## src/rtl/seq_det_pkg.sv

```systemverilog
// Shared types for the serial pattern-detector run controller.
package seq_det_pkg;

  typedef enum logic [1:0] {IDLE, ARM, RUN, DONE} state_t;

  localparam logic [1:0] ST_NONE    = 2'b00;
  localparam logic [1:0] ST_TARGET  = 2'b01;
  localparam logic [1:0] ST_TIMEOUT = 2'b10;
  localparam logic [1:0] ST_ABORT   = 2'b11;

endpackage

```

## src/rtl/seq_matcher.sv

```systemverilog
// History shift register, fill counter and variable-length pattern compare.
module seq_matcher #(
  parameter  int MAX_LEN = 8,
  localparam int LEN_W   = $clog2(MAX_LEN) + 1
) (
  input  logic               clk,
  input  logic               rst_n,
  input  logic               clear,
  input  logic               shift_en,
  input  logic               bit_in,
  input  logic [MAX_LEN-1:0] pattern,
  input  logic [LEN_W-1:0]   len,
  output logic               match
);

  // Only MAX_LEN-1 past bits are needed; the incoming bit completes the window.
  logic [MAX_LEN-2:0] hist;
  logic [LEN_W-1:0]   fill;
  logic [MAX_LEN-1:0] cand;
  logic [MAX_LEN-1:0] mask;

  assign cand = {hist, bit_in};

  always_comb begin
    mask = '0;
    for (int i = 0; i < MAX_LEN; i++) mask[i] = (i < int'(len));
  end

  assign match = shift_en && (fill >= len - LEN_W'(1)) &&
                 (((cand ^ pattern) & mask) == '0);

  always_ff @(posedge clk or negedge rst_n) begin
    if (!rst_n) begin
      hist <= '0;
      fill <= '0;
    end else if (clear) begin
      hist <= '0;
      fill <= '0;
    end else if (shift_en) begin
      hist <= cand[MAX_LEN-2:0];
      if (fill != LEN_W'(MAX_LEN)) fill <= fill + LEN_W'(1);
    end
  end

endmodule

```

## src/rtl/seq_det_ctrl.sv

```systemverilog
// Run controller: config latching, session FSM, match and idle-timeout counters.
module seq_det_ctrl
  import seq_det_pkg::*;
#(
  parameter  int MAX_LEN = 8,
  parameter  int CNT_W   = 8,
  parameter  int TO_W    = 16,
  localparam int LEN_W   = $clog2(MAX_LEN) + 1
) (
  input  logic               clk,
  input  logic               rst_n,
  input  logic [MAX_LEN-1:0] cfg_pattern,
  input  logic [LEN_W-1:0]   cfg_len,
  input  logic [CNT_W-1:0]   cfg_target,
  input  logic [TO_W-1:0]    cfg_timeout,
  input  logic               start,
  input  logic               abort,
  input  logic               bit_valid,
  input  logic               bit_data,
  output logic               bit_ready,
  output logic               match_pulse,
  output logic [CNT_W-1:0]   match_count,
  output logic               busy,
  output logic               done,
  output logic [1:0]         done_status,
  input  logic               done_ack
);

  state_t             state;
  logic [MAX_LEN-1:0] pat_q;
  logic [LEN_W-1:0]   len_q;
  logic [CNT_W-1:0]   tgt_q;
  logic [TO_W-1:0]    to_q;
  logic [TO_W-1:0]    to_cnt;
  logic               accept;
  logic               match;
  logic               len_ok;
  logic [CNT_W-1:0]   mc_nxt;
  logic [TO_W-1:0]    to_nxt;
  logic               tgt_hit;
  logic               to_hit;

  assign bit_ready   = (state == RUN);
  assign busy        = (state == ARM) || (state == RUN);
  assign done        = (state == DONE);
  assign accept      = bit_valid && bit_ready;
  assign match_pulse = match;
  assign len_ok      = (cfg_len != '0) && (cfg_len <= LEN_W'(MAX_LEN));

  seq_matcher #(.MAX_LEN(MAX_LEN)) u_matcher (
    .clk      (clk),
    .rst_n    (rst_n),
    .clear    (state == ARM),
    .shift_en (accept),
    .bit_in   (bit_data),
    .pattern  (pat_q),
    .len      (len_q),
    .match    (match)
  );

  // Next-count values; termination is judged on these so a match on the
  // terminating cycle is both counted and able to hit the target.
  always_comb begin
    mc_nxt = match_count;
    if (match && (match_count != '1)) mc_nxt = match_count + CNT_W'(1);
    to_nxt  = match ? '0 : to_cnt + TO_W'(1);
    tgt_hit = (tgt_q != '0) && (mc_nxt >= tgt_q);
    to_hit  = (to_q != '0) && (to_nxt == to_q);
  end

  always_ff @(posedge clk or negedge rst_n) begin
    if (!rst_n) begin
      state       <= IDLE;
      pat_q       <= '0;
      len_q       <= '0;
      tgt_q       <= '0;
      to_q        <= '0;
      to_cnt      <= '0;
      match_count <= '0;
      done_status <= ST_NONE;
    end else begin
      case (state)
        IDLE: if (start) begin
          pat_q       <= cfg_pattern;
          len_q       <= len_ok ? cfg_len : LEN_W'(1);
          tgt_q       <= cfg_target;
          to_q        <= cfg_timeout;
          match_count <= '0;
          done_status <= ST_NONE;
          state       <= ARM;
        end
        ARM: begin
          to_cnt <= '0;
          if (abort) begin
            done_status <= ST_ABORT;
            state       <= DONE;
          end else begin
            state <= RUN;
          end
        end
        RUN: begin
          to_cnt      <= to_nxt;
          match_count <= mc_nxt;
          if (abort) begin
            done_status <= ST_ABORT;
            state       <= DONE;
          end else if (tgt_hit) begin
            done_status <= ST_TARGET;
            state       <= DONE;
          end else if (to_hit) begin
            done_status <= ST_TIMEOUT;
            state       <= DONE;
          end
        end
        DONE: if (done_ack) begin
          done_status <= ST_NONE;
          state       <= IDLE;
        end
        default: state <= IDLE;
      endcase
    end
  end

endmodule

```

## config.mk

```make
export PLATFORM = sky130hd
export DESIGN_NAME = seq_det_ctrl
export DESIGN_NICKNAME = d
export VERILOG_FILES = /design/src/rtl/seq_det_pkg.sv /design/src/rtl/seq_matcher.sv /design/src/rtl/seq_det_ctrl.sv
export SDC_FILE = /design/constraint.sdc
export NUM_CORES = 1
export LEC_CHECK = 0
export CAP_MARGIN = 20
export CORE_MARGIN = 1.5
export CORE_UTILIZATION = 40
export CTS_CLUSTER_SIZE = 28
export DETAILED_ROUTE_END_ITERATION = 8
export PLACE_DENSITY = 0.64
export SYNTH_ARGS = -nofsm -noshare
export SYNTH_HDL_FRONTEND = slang
export SYNTH_SLANG_ARGS = --single-unit
```

## constraint.sdc

```tcl
create_clock -name clk -period 11.4 [get_ports clk]
set_input_delay 2.28 -clock clk [delete_from_list [all_inputs] [get_ports clk]]
set_output_delay 2.28 -clock clk [all_outputs]
set_load 0.1 [all_outputs]
```

==> run metrics <==
ranking of synthesized cells by area dfrtp_1 40%, mux2_2 8.5%, ha_1 6.2%; Leak Pwr 2.43 nW; setup TNS 0 ns; top cell type's share of synthesized area 0.403; Seq/Total Area, Yosys 0.403; status finished clean; ys async rst share 1.00; Distinct cells, synth around 70; Clock Pin Slew Worst Setup and Hold Paths 0.06 ns; PortBufs 56; post-CTS resize count 0; nets 591; Max Transition Viols Final 0; core area 11,400 um^2; Met1 Wirelength 4.90 mm; number of remaining DRC errors 0; die span in x 111 um; clock root buffer clkbuf_16; FP Rows 39; Final Hold Fails 0; CTS tree built; Fmax 137 MHz; measured slew at the worst slew-check pin 0.983 ns; initial antenna violation count 0; die area 12,300 um^2; Final ANT Viol Nets 0; Finished Layout Cells 673; Highest Signal Layer met4; Post-Syn Area 4660 um^2; Max rail drop VDD 0.365 mV; chip height 111 um; Setup Buffers After CTS 0; vias per inst about 5.5; CP Class in2out; DRT iter0 DRCs 240; period utilization 0.641; pwr/cell area roughly 240 nW/um^2; Max-cap violations 0; Hold WC Path Type reg2reg; global-route wire length before repair around 18 mm; clock buffer depth 2; share of layout cells above drive strength 1 0.130; CP endpoint kind output port; slew margin rel. 0.343; number of flops mapped to enable cells by yosys 0; Worst EP required 9.12 ns; ys flop type dfrtp_1; placed insts 657; Final Skew 0.00680 ns; TritonCTS buffer count 9; vias in the first global route between 3k and 4k; Routed WL 10.4 mm; Post-Synthesis Net Count 545; count of final setup violators 0; GP Congestion between 0.8 and 0.9; largest net degree at the start of global routing 76; I/O pins 57; remaining global-route overflow 0; n_diodes 0; DR vias between 3k and 4k; P&R area growth vs syn 21.3%; crit path DAT 5.02 ns; dominant cell type by area after synthesis dfrtp_1; largest fanout on the critical path 12; Clk Latency, worst-skew pair roughly 0.34 ns; RSZ-0062 raised after global routing no; H-tree levels 3; DP HPWL roughly 7.5 mm; wire length per cell 15.4 um; cts hold-fix bufs 0; Ys Warns 0; count of state elements after synthesis 75; Tmin final 7.30 ns; Avg Inst Size Synth 9.73 um^2; clk sinks 75; DR pass1 iterations 4; startpoint types input port; cells after synthesis about 480; Initial Util 0.410; GR Util All Layers 0.180; metal3 WL slightly above 500 um; routed wl met2 4.68 mm
[stage by stage]
stage / worst slack, ns / hold slack, ns / cell area [um^2] / util / total power, mW
2_1_floorplan: 5.36 / 0.494 / 4660 / - / 0.873
5_1_grt: 3.99 / 0.557 / 5660 / 0.498 / 1.44
3_5_place_dp: 4.10 / 0.529 / 5310 / 0.467 / 1.02
4_1_cts: 4.09 / 0.542 / 5660 / 0.498 / 1.36
3_3_place_gp: 4.15 / 0.520 / 5310 / 0.467 / 1.00
6_report: 4.10 / 0.539 / 5660 / 0.498 / 1.35
[area by class of cell]
class | instances | area (um^2)
well taps | 143 | 179
repair buffers | 58 | 573
inverters | 29 | 109
clock buffers | 9 | 225
fillers | 1061 | 5710
multi-input cells | 352 | 2570
clock inverters | 7 | 121
flip-flops and latches | 75 | 1880
[cells by family (layout without fill, tap and decap cells)]
| kind of cell | Yosys count | in the layout | share of synthesized area |
|---|---|---|---|
| flops | 75 | 75 | 0.403 |
| simple gates | 143 | 143 | 0.166 |
| compound gates | 111 | 111 | 0.161 |
| mux | 39 | 39 | 0.0931 |
| xor+xnor | 36 | 36 | 0.0692 |
| fa+ha+maj | 23 | 23 | 0.0617 |
| buf+inv | 52 | 103 | 0.0470 |
[power by group]
part / switching (mW) / internal [mW]
clock network: 0.117 / 0.215
logic: 0.335 / 0.242
registers: 0.0902 / 0.349
total: 0.543 / 0.807
[critical path, cell delays in order]
cell and delay (ns):
clkdlybuf4s50_1 0.47, nand2_1 0.18, or3_1 0.40, nor4_2 0.29, buf_4 0.24, clkdlybuf4s50_1 1.16
[cell usage in the layout, fill, tap and decap left out, types with 3 or more instances in the layout]
master / n
a21boi_0: 3
nand2_1: 45
o41ai_1: 3
ha_1: 23
nand3_1: 14
nand3b_1: 3
and3_1: 4
nand4_1: 6
nand2b_1: 7
xnor2_1: 20
xor2_1: 15
o31ai_1: 4
dfrtp_1: 75
a21o_1: 6
nor2_1: 22
a31oi_1: 3
nor2b_1: 5
mux2_2: 35
buf_4: 3
or3_1: 6
clkdlybuf4s50_1: 55
mux2i_1: 4
inv_1: 29
a21oi_1: 22
clkbuf_16: 9
nor4_1: 5
bufinv_16: 3
o21ai_0: 37
a2bb2oi_1: 3
nor3_1: 8
and4_1: 3
[Yosys cell counts (5+ instances only)]
cell type / number
dfrtp_1: 75
nand2_1: 45
o21ai_0: 37
mux2_2: 35
inv_1: 29
ha_1: 23
a21oi_1: 22
nor2_1: 22
xnor2_1: 20
xor2_1: 15
nand3_1: 14
clkbuf_1: 12
nor3_1: 8
nand2b_1: 7
a21o_1: 6
nand4_1: 6
nor4_1: 6
or3_1: 6
nor2b_1: 5
[path summary, 6_finish.rpt]
path                            slack (ns)  startpoint        endpoint  cells after the start
worst min register to register        0.54    pat_q[3]        pat_q[3]                      1
max in group asynchronous             8.66       rst_n        len_q[1]                      1
min in group asynchronous             2.06       rst_n  match_count[3]                      1
worst min-delay path                  0.54    pat_q[3]        pat_q[3]                      1
worst max-delay path                  4.10   bit_valid     match_pulse                      6
worst max register to register        6.45    len_q[1]  done_status[1]                     22
[per-layer routing]
metal / vias to the layer above / track usage
met4: 0 / 0.0846
li1: 1805 / -
met2: 96 / 0.278
met3: 19 / 0.0312
met5: - / 0
met1: 1813 / 0.246
[state kept, by name (all words and copies together) (netlist names)]
| register | flops |
|---|---|
| to_q | 16 |
| u_matcher.fill | 4 |
| tgt_q | 8 |
| to_cnt | 16 |
| match_count | 8 |
| done_status | 2 |
| u_matcher.hist | 7 |
| pat_q | 8 |
| state | 2 |
| len_q | 4 |
Note: power is estimated with default switching activity, not from simulation.
==> variant 1: new RTL, same flow settings <==
The 4 states of `state_t` get a one-hot encoding in 4 bits.
--- a/src/rtl/seq_det_pkg.sv
+++ b/src/rtl/seq_det_pkg.sv
@@ -1,7 +1,7 @@
 // Shared types for the serial pattern-detector run controller.
 package seq_det_pkg;
 
-  typedef enum logic [1:0] {IDLE, ARM, RUN, DONE} state_t;
+  typedef enum logic [3:0] {IDLE = 4'b0001, ARM = 4'b0010, RUN = 4'b0100, DONE = 4'b1000} state_t;
 
   localparam logic [1:0] ST_NONE    = 2'b00;
   localparam logic [1:0] ST_TARGET  = 2'b01;
Check against the original RTL: no difference found for any inputs over 4 cycles, from zero or initial values and one cycle with rst_n low; so few cycles prove little.
==> variant 1 against the unedited design <==
Total power down 12%; core utilization is 1.1 points higher; sequential cell count grew 2; clock skew fell by 0.00069 ns; setup slack better by 0.13 ns; routed wire length rose by 6.5%; largest power group is now registers; largest cell class unchanged; area after synthesis down 2.2%; critical path type unchanged; highest routed layer unchanged; design area down 1.2%.
==> variant 1: results (changes against the unedited design) <==
synth:
  synth_compound_area_share_pct: 15.0  # -1.0 points
  synth_nets: 594  # +9.0%
  ys_seq_area_share_pct: 42.3  # +2.0 points
  synth_cells: 532  # +11%
  synth_xor_area_share_pct: 6.72  # -0.20 points
  synth_mux_area_share_pct: 1.34  # -8.0 points
critical_path:
  rr_worst_depth: 20  # -9.1%
  reg2reg_to: "done_status[0]"
  r2r_start: "len_q[0]"
  r2r_slack_ns: 6.75  # +0.30 ns
  crit_arrival_ns: 4.89  # -0.13 ns
detailed_routing:
  drt-initial-drc-count: 148  # -38%
  drtPass1Iterations: 6  # +2
  via_count: 3828  # +2.5%
  met1Wirelength_um: 5060  # +3.3%
  routed_wl_um: 11000  # +6.5%
  vias_per_cell: 5.29  # -4.7%
status:
  outcome: "completed"
sta:
  clock_skew_ns: 0.00611  # -0.000690 ns
  holdWs_ns: 0.502  # -0.0370 ns
  max-slew-margin-rel_pct: 34.1  # -0.21 points
worst_hold_path:
  hold_path_end: "pat_q[5]"
  hold_path_depth: 2  # +1
placement:
  dpl_cell_area_sq_mm: 0.00522  # -1.8%
  globalplace.congestion: 0.876  # -0.45%
  place_ws_ns: 4.24  # +0.134 ns
cells_and_area:
  multi_input_gates: 412  # +17%
  post-route-util_pct: 50.9  # +1.1 points
  nNetsFinal: 642  # +8.6%
  n_clock_buffer: 11  # +2
  fill_cells: 1019  # -4.0%
  inverters: 19  # -34%
  drive_above_1_share_pct: 6.68  # -6.3 points
  n_all_buffers: 61  # +5.2%
global_routing:
  grt_pass1_wl_um: 18800  # +4.8%
  grt_pass1_vias: 3906  # +6.4%
  use_met2_pct: 34.2  # +6.4 points
  met3_usage_pct: 3.62  # +0.50 points
  globalRouteTotalUtil_pct: 20.2  # +2.2 points
  grt_max_degree: 78  # +2.6%
power:
  ir_worst_vdd_uv: 99.3  # -73%
  power_leakage_nw: 2.48  # +2.0%
clocking:
  cts.sink_count: 77  # +2.7%
## variant 1: cell count changes after synthesis, moves of 6 or more
cell     change
nand2_1     +87
inv_1       -13
o31ai_1      +6
mux2_2      -34
o21ai_0      +6
nor2_1      +13
## variant 1: where the power goes
group / total (mW) / switching [mW] / internal [mW]
Clock: 0.335 / 0.110 / 0.224
Sequential: 0.447 / 0.0921 / 0.355
Combinational: 0.403 / 0.232 / 0.171
Total: 1.18 / 0.435 / 0.750
## variant 1: how the worst max path moves through the flow
stage	to	start	cells after the start	slack [ns]
final	match_pulse	bit_valid	6	4.23
after global routing	match_pulse	bit_valid	6	4.14
after CTS	match_pulse	bit_valid	6	4.24
after detailed placement	match_pulse	bit_valid	6	4.24
after global placement	match_pulse	bit_valid	6	4.26
after floorplan	match_pulse	bit_data	5	5.88
## variant 1: worst max-delay path: stages
cell and delay [ns]:
clkdlybuf4s50_1 0.47, and2_2 0.27, o2111ai_1 0.18, or3_4 0.40
clkinv_4 0.13, clkdlybuf4s50_1 1.15
==> variant 2: new RTL, config.mk and constraints unchanged <==
Without the edit above. `MAX_LEN` is set to 8 in 2 places; all go to 16.
--- a/src/rtl/seq_matcher.sv
+++ b/src/rtl/seq_matcher.sv
@@ -1,6 +1,6 @@
 // History shift register, fill counter and variable-length pattern compare.
 module seq_matcher #(
-  parameter  int MAX_LEN = 8,
+  parameter  int MAX_LEN = 16,
   localparam int LEN_W   = $clog2(MAX_LEN) + 1
 ) (
   input  logic               clk,
--- a/src/rtl/seq_det_ctrl.sv
+++ b/src/rtl/seq_det_ctrl.sv
@@ -2,7 +2,7 @@
 module seq_det_ctrl
   import seq_det_pkg::*;
 #(
-  parameter  int MAX_LEN = 8,
+  parameter  int MAX_LEN = 16,
   parameter  int CNT_W   = 8,
   parameter  int TO_W    = 16,
   localparam int LEN_W   = $clog2(MAX_LEN) + 1
Interface: changed (resized cfg_len and cfg_pattern); port bits go from 57 to 66. The function was not compared with the original's and may differ.
==> variant 2 against the unedited design <==
Hold slack got worse by 0.034 ns; design area rose by 18%; synthesized cell count rose by 13%; setup slack improved by 0.066 ns; total power rose by 15%; routed wire length rose by 21%; area after synthesis rose by 18%; first-iteration DRC count fell by 0.42%; sequential cell count rose by 18; largest power group unchanged.
==> variant 2: results (changes against the unedited design) <==
critical_path:
  cp_max_fo: 3  # -9
  crit_start: "bit_valid"
  r2r_start: "state[0]"
  r2r_slack_ns: 6.36  # -0.09 ns
  reg2reg_to: "done_status[0]"
  slowest_delay_ns: 1.21  # +0.05 ns
  critical-path-top-delay-family: "buffers and inverters"
  critPathCapture: "match_pulse"
  crit_arrival_ns: 4.96  # -0.06 ns
  rr_worst_depth: 18  # -18%
placement:
  place_inst: 763  # +16%
  portBuffers: 65  # +16%
  hpwl_um: 9070  # +21%
  globalplace.congestion: 0.876  # -0.48%
power:
  power_frac_seq_pct: 34.5  # +1.9 points
  powerDensity_mw_per_mm2: 234  # -1.7%
  power_leakage_nw: 2.82  # +16%
  p_int_uw: 915  # +13%
  ir_worst_vdd_uv: 87.0  # -76%
  power_frac_clock_pct: 20.3  # -4.3 points
cells_and_area:
  drive_above_1_share_pct: 12.9  # -0.13 points
  fill_cells: 1232  # +16%
  layoutNonFillerInstCount: 781  # +16%
  diodes: 0  # unchanged
  nNetsFinal: 677  # +15%
  biggestRegsByFlops: "pat_q x16, to_cnt x16, to_q x16"
sta:
  holdWs_ns: 0.504  # -0.0343 ns
  worst_slew_pin_slew_ns: 1.02  # +0.0355 ns
  clock_skew_ns: 0.00838  # +0.00157 ns
clocking:
  cts_made_buffers: 9  # unchanged
  htree_num_levels: 3  # unchanged
  post-cts-setup-buffers: 0  # unchanged
  ctsLongestPathBuffers: 2  # unchanged
  clk_latency_ns: 0.35
synth:
  synth_mux_area_share_pct: 9.84  # +0.53 points
  synth_nets: 619  # +14%
  synth_cells: 543  # +13%
  synth.top_cells.by_count: "dfrtp_1, nand2_1, mux2_2"
  synth_warnings: 0  # unchanged
  synth_xor_area_share_pct: 7.46  # +0.53 points
  ys_seq_area_share_pct: 42.2  # +1.9 points
  synthAdderAreaFrac_pct: 5.44  # -0.73 points
  yosys-top-cells-area: "dfrtp_1, mux2_2, ha_1, xnor2_1, nand2_1"
  ys_types: 64  # -7.2%
  synth_compound_area_share_pct: 16.0  # -0.12 points
worst_hold_path:
  hold_path_end: "to_cnt[15]"
  hp-start: "to_cnt[15]"
  hp-class: "reg2reg"
  hold_path_depth: 1  # unchanged
global_routing:
  grt_pass1_wl_um: 21200  # +18%
  grt_max_degree: 81  # +6.6%
  grt_pass1_vias: 4308  # +17%
  globalRouteTotalUtil_pct: 18.3  # +0.32 points
  grt_antenna_before_repair: 0  # unchanged
status:
  outcome: "completed"
detailed_routing:
  wl_per_cell_um: 16.0  # +4.1%
  vias_per_cell: 5.54  # -0.16%
  drt-initial-drc-count: 239  # -0.42%
  drtPass1Iterations: 5  # +1
[variant 2: stage by stage]
step | area (sq um) | setup slack (ns)
floorplan | 5520 | 5.04
CTS | 6590 | 4.16
finish | 6650 | 4.16
global route | 6650 | 4.02
global placement | 6290 | 4.23
detailed placement | 6290 | 4.18
[variant 2: cell type report]
| class | count | area [sq um] | area share [%] |
|---|---|---|---|
| clock buffer | 11 | 233 | 3.50 |
| clock inverter | 4 | 73.8 | 1.11 |
| inverter | 25 | 93.8 | 1.41 |
| multi-input combinational | 403 | 2990 | 45.0 |
| sequential | 93 | 2330 | 35.0 |
| tap | 176 | 220 | 3.31 |
| timing repair buffer | 69 | 711 | 10.7 |
[variant 2: per-layer routing]
layer / global-route usage [%] / wire length (um) / vias to the layer above
li1: - / - / 2094
met1: 25.7 / 6130 / 2097
met2: 27.7 / 5550 / 116
met3: 4.39 / 620 / 18
met4: 6.40 / 204 / 0
met5: 0 / 0 / -
